**config.mk**
```make
export PLATFORM = sky130hd
export DESIGN_NAME = spi_slave_rx_mw
export DESIGN_NICKNAME = d
export VERILOG_FILES = /design/src/rtl/spi_slave_rx_mw.sv
export SDC_FILE = /design/constraint.sdc
export NUM_CORES = 1
export LEC_CHECK = 0
export ABC_AREA = 1
export CAP_MARGIN = 5
export CORE_ASPECT_RATIO = 1.2
export CORE_MARGIN = 8
export CORE_UTILIZATION = 45
export DETAILED_ROUTE_END_ITERATION = 12
export GPL_TIMING_DRIVEN = 1
export PLACE_DENSITY = 0.73
export SLEW_MARGIN = 10
export SYNTH_ARGS = -nofsm -noshare
export SYNTH_HDL_FRONTEND = slang
export SYNTH_SLANG_ARGS = --single-unit
```
**constraint.sdc**
```tcl
create_clock -name sclk -period 2.78 [get_ports sclk]
set_clock_uncertainty 0.2 [all_clocks]
set_input_delay 0.556 -clock sclk [delete_from_list [all_inputs] [get_ports sclk]]
set_output_delay 0.556 -clock sclk [all_outputs]
set_load 0.005 [all_outputs]
```
**src/rtl/spi_slave_rx_mw.sv**
```systemverilog
// ============================================================================
// spi_slave_rx_mw : parametrised single/dual/quad SPI slave receive shifter
// Revision: 1.0
// ============================================================================
`default_nettype none

module spi_slave_rx_mw #(
    parameter int DATA_WIDTH = 32,
    parameter int CNT_WIDTH  = 8,
    parameter int RESET_LEN  = 31,
    parameter bit MSB_FIRST  = 1
) (
    input  logic                  sclk,
    input  logic                  rst_n,
    input  logic [3:0]            sdi,
    input  logic [1:0]            mode_i,
    input  logic [CNT_WIDTH-1:0]  len_i,
    input  logic                  len_upd_i,
    input  logic                  cont_i,
    output logic [DATA_WIDTH-1:0] data_o,
    output logic                  data_valid_o,
    output logic [DATA_WIDTH-1:0] data_last_o,
    output logic                  busy_o,
    output logic [15:0]           word_cnt_o,
    output logic                  len_err_o
);

    localparam logic [CNT_WIDTH-1:0] c_MAX_SINGLE = CNT_WIDTH'(DATA_WIDTH - 1);
    localparam logic [CNT_WIDTH-1:0] c_MAX_DUAL   = CNT_WIDTH'(DATA_WIDTH / 2 - 1);
    localparam logic [CNT_WIDTH-1:0] c_MAX_QUAD   = CNT_WIDTH'(DATA_WIDTH / 4 - 1);

    logic [DATA_WIDTH-1:0] shreg_q, shreg_d;
    logic [DATA_WIDTH-1:0] data_last_q, data_last_d;
    logic [CNT_WIDTH-1:0]  cnt_q, cnt_d;
    logic [CNT_WIDTH-1:0]  tgt_q, tgt_d;
    logic                  running_q, running_d;
    logic [15:0]           word_cnt_q, word_cnt_d;
    logic                  len_err_q, len_err_d;

    logic [1:0]            w_lsh;
    logic [CNT_WIDTH-1:0]  w_max;
    logic [DATA_WIDTH-1:0] w_nxt;
    logic [DATA_WIDTH-1:0] w_data;
    logic                  w_done;

    // Lane count is 1 << w_lsh; the reserved mode 11 falls back to single.
    always_comb begin
        w_lsh = 2'd0;
        w_max = c_MAX_SINGLE;
        case (mode_i)
            2'b01: begin w_lsh = 2'd1; w_max = c_MAX_DUAL; end
            2'b10: begin w_lsh = 2'd2; w_max = c_MAX_QUAD; end
            default: begin w_lsh = 2'd0; w_max = c_MAX_SINGLE; end
        endcase
    end

    assign w_done = running_q && (cnt_q >= tgt_q);

    generate
        if (MSB_FIRST) begin : g_msb
            always_comb begin
                w_nxt = {shreg_q[DATA_WIDTH-2:0], sdi[0]};
                case (w_lsh)
                    2'd1:    w_nxt = {shreg_q[DATA_WIDTH-3:0], sdi[1:0]};
                    2'd2:    w_nxt = {shreg_q[DATA_WIDTH-5:0], sdi[3:0]};
                    default: w_nxt = {shreg_q[DATA_WIDTH-2:0], sdi[0]};
                endcase
            end
            assign w_data = w_nxt;
        end else begin : g_lsb
            logic [31:0] w_used;
            always_comb begin
                w_nxt = {sdi[0], shreg_q[DATA_WIDTH-1:1]};
                case (w_lsh)
                    2'd1:    w_nxt = {sdi[1:0], shreg_q[DATA_WIDTH-1:2]};
                    2'd2:    w_nxt = {sdi[3:0], shreg_q[DATA_WIDTH-1:4]};
                    default: w_nxt = {sdi[0], shreg_q[DATA_WIDTH-1:1]};
                endcase
            end
            // Bits received so far sit at the top of the register; slide them down.
            assign w_used = (32'(cnt_q) + 32'd1) << w_lsh;
            assign w_data = (w_used < 32'(DATA_WIDTH))
                          ? (w_nxt >> (32'(DATA_WIDTH) - w_used)) : w_nxt;
        end
    endgenerate

    always_comb begin
        shreg_d     = shreg_q;
        data_last_d = data_last_q;
        cnt_d       = cnt_q;
        tgt_d       = tgt_q;
        running_d   = running_q;
        word_cnt_d  = word_cnt_q;
        len_err_d   = len_err_q;

        if (w_done) begin
            data_last_d = w_data;
            shreg_d     = '0;
            cnt_d       = '0;
            word_cnt_d  = word_cnt_q + 16'd1;
            running_d   = cont_i;
        end else if (running_q) begin
            shreg_d = w_nxt;
            cnt_d   = cnt_q + 1'b1;
        end

        // A length update overrides the stop decision of a completing word.
        if (len_upd_i) begin
            running_d = 1'b1;
            if (len_i > w_max) begin
                tgt_d     = w_max;
                len_err_d = 1'b1;
            end else begin
                tgt_d = len_i;
            end
        end
    end

    always_ff @(posedge sclk or negedge rst_n) begin
        if (!rst_n) begin
            shreg_q     <= '0;
            data_last_q <= '0;
            cnt_q       <= '0;
            tgt_q       <= CNT_WIDTH'(RESET_LEN);
            running_q   <= 1'b1;
            word_cnt_q  <= '0;
            len_err_q   <= 1'b0;
        end else begin
            shreg_q     <= shreg_d;
            data_last_q <= data_last_d;
            cnt_q       <= cnt_d;
            tgt_q       <= tgt_d;
            running_q   <= running_d;
            word_cnt_q  <= word_cnt_d;
            len_err_q   <= len_err_d;
        end
    end

    assign data_o       = running_q ? w_data : shreg_q;
    assign data_valid_o = w_done;
    assign data_last_o  = data_last_q;
    assign busy_o       = running_q;
    assign word_cnt_o   = word_cnt_q;
    assign len_err_o    = len_err_q;

endmodule

`default_nettype wire

```
==> run summary <==
Status -> complete, but fails checks
Failing checks -> hold timing, setup timing
Detailed Routing Iterations Pass 1 -> 5
Number of maximum-capacitance violations -> 0
Path type of the worst min-delay path -> primary input to asynchronous set/reset pin
Gpl congestion -> 0.808
Startpoint of the lowest-slack register-to-register path -> busy_o
Count of different cell masters after synthesis -> 28
Top-count cell post-synth -> nand2_1
Synth Cell Area -> 0.00563 mm^2
Core region area -> 0.0122 mm^2
Final routed wire length divided by cell count -> 15.2 um
Clock latency reported for the late side of the worst-skew pair -> 350 ps
Top cells by instance count after synthesis -> nand2_1 (279), inv_1 (97), dfrtp_1 (92)
Sum Neg Setup Slack -> -16.8 ps
Arrival time at the worst endpoint -> 2030 ps
Share of the synthesized area in the top cell type -> 40.9%
Routed metal-1 wire length -> 7170 um
Antenna Cells -> 0
Critical path data required time -> 2020 ps
Pin count of the biggest net entering global routing -> 50
Max-slew violation count -> 0
Clock power frac -> 20.1%
Global route total overflow -> 0
Detailed Place HPWL -> 10200 um
DRC violation total after the first TritonRoute iteration -> 429
Number of endpoints with negative hold slack in the final report -> 5
Clock transition at the registers of the reported paths -> 70 ps
Initial core utilization -> 46.2%
Tot GR Track Use -> 19.6%
Number of clock sinks -> 98
Final worst-path setup slack -> -8.86 ps
Num CTS Buffers -> 9
Sw Ratio -> 38.7%
Post-synth top flop -> dfrtp_1
Area enclosed by the die boundary -> 0.0164 mm^2
Final Net Count -> 964
Crit path capture type -> primary output
Share of the core filled with cells in the final layout -> 63.7%
Worst hold slack across all endpoints -> -13.2 ps
Number of enable-type register cells in the synthesized netlist -> 0
Kind of launch point of the worst setup path -> primary input
Final setup violating endpoints -> 2
Buffers added on ports -> 100
Share of post-route cells with drive strength above 1 -> 14.0%
Cells after synthesis -> 795
First-pass GRT wire length -> 26700 um
Root buffer cell -> clkbuf_16
Register bit count reported by yosys -> 98
Critical register-to-register path endpoint -> shreg_q[18]
Sequential element share of the synthesized area -> 43.7%
Min cycle time layout -> 2790 ps
R2r setup slk -> 40 ps
Sequential group share of total power -> 30.0%
# DRC -> 0
Number of antenna violations at the first check in global routing -> 0
Fin crit share -> 100%
Int Power -> 4.17 mW
Cell type with the highest aggregate area in the netlist -> dfrtp_1
Power share of the combinational group -> 49.9%
CP max FO -> 5
Ratio of routed vias to standard cells -> 5.17
Max layer used -> met4
Via count of the first global-routing pass -> 5543
Dominant cells by area after synthesis -> dfrtp_1 (41%), nand2_1 (19%), o21ai_0 (6.6%)
Proportion of register bits with asynchronous set or reset after synthesis -> 100%
Unrepaired setup endpoints after global routing -> yes
Worst relative slew slack -> 62.8%
# rows -> 44
CTS tree -> done
Maximum level of the CTS H-tree -> 3
Pwr dens -> 877 mW/mm^2
Clock tree buffer depth -> 2
Routed via count -> 5676
Average cell area after synthesis -> 7.08 um^2
Overall die height -> 138 um
Type of the worst setup path -> primary input to primary output
Drt total wl -> 16700 um
Peak supply drop -> 441 uV
F_max -> 359 MHz
Switching power summed over all nets -> 2.63 mW
Die span in x -> 118 um
Syn nets -> 827
Sum of met3 wire segment lengths after detailed routing -> 777 um
Number of top-level pins -> 101
Count of antenna-violating nets left after detailed routing -> 0
R2R cell count -> 16
P_leak -> 3.99 nW
Area grow syn2layout -> 37.8%
WL met2 -> 8290 um
Count of yosys warnings during synthesis -> 0
Actual transition at the worst max-transition pin -> 559 ps
## cell usage in the layout, fill, tap and decap left out, types with 14 or more instances in the layout
master           count
clkdlybuf4s50_1     65
nor2_1              67
inv_1               91
o211ai_1            30
buf_4               49
o21ai_1             15
dfrtp_1             92
dlygate4sd2_1       14
nand3_1             59
o21ai_0             55
nand2_1            278
## critical path, stage by stage
cell and delay, ps:
buf_6 100, buf_6 110, ha_4 180, buf_4 140, buf_6 120, buf_4 130
o211ai_1 190, nand3_1 120, o21ai_2 80, inv_1 60, dlygate4sd2_1 260
## area by class of cell
type	instances	area [um^2]
Multi-Input combinational cell	555	2670
Clock buffer	11	243
Timing Repair Buffer	169	1710
Tap cell	161	201
Sequential cell	98	2460
Clock inverter	5	78.8
Fill cell	1072	4420
Inverter	99	385
## state kept, by name (all words and copies together) (netlist names)
signal / cells
busy_o: 1
cnt_q: 8
data_last_o: 32
len_err_o: 1
shreg_q: 32
tgt_q: 8
word_cnt_o: 16
## how the worst max path moves through the flow
| stage | start | endpoint | slack [ps] | depth (start not counted) |
|---|---|---|---|---|
| 5_1_grt | mode_i[0] | data_o[22] | -80 | 13 |
| 3_5_place_dp | mode_i[0] | data_o[28] | -590 | 10 |
| 6_report | mode_i[0] | data_o[1] | -9 | 11 |
| 3_3_place_gp | mode_i[0] | data_o[30] | -590 | 9 |
| 4_1_cts | mode_i[0] | shreg_q[18] | -60 | 19 |
| 2_1_floorplan | mode_i[0] | tgt_q[3] | 320 | 11 |
## layer usage
metal / up-vias / track usage (%)
met1: 2670 / 23.8
met4: 0 / 8.78
met3: 39 / 2.97
li1: 2776 / -
met2: 191 / 33.4
met5: - / 0
## cells by family after synthesis
family          after synthesis  share of synthesized area (%)
flops                        98                           43.7
xor+xnor                     10                           1.56
buf+inv                     142                           10.2
compound gates              111                           11.3
fa+ha+maj                    14                           3.11
simple gates                420                           30.1
## power by group through the flow
stage / Clock [mW] / Sequential, mW / Combinational (mW)
after global placement: 0 / 2.04 / 3.09
after detailed placement: 0 / 2.05 / 3.11
after CTS: 1.39 / 2.03 / 3.31
final: 1.36 / 2.04 / 3.39
after global routing: 1.45 / 2.08 / 3.75
after floorplan: 0 / 2.02 / 1.67
## per-stage QoR
step                std cells  hold WS (ps)  area, um^2  setup slack, ps  power, mW
global route             1098          26.9        7750            -79.2       7.29
finish                   1098         -13.2        7750            -8.86       6.80
detailed placement       1042           250        6910             -589       5.16
global placement         1042           247        6910             -586       5.12
floorplan                 795          60.4        5630              324       3.69
CTS                      1092         0.723        7640            -56.7       6.73
## what timing repair did
| item | CTS | global route |
|---|---|---|
| buffers inserted | 29 | 5 |
| endpoints found under the setup margin | 33 | 14 |
| cloned | 5 | 1 |
| pin swaps | 32 | 28 |
| hold buffers | 0 | 0 |
| resized for setup | 90 | 42 |
Note: power is estimated with default switching activity, not from simulation.
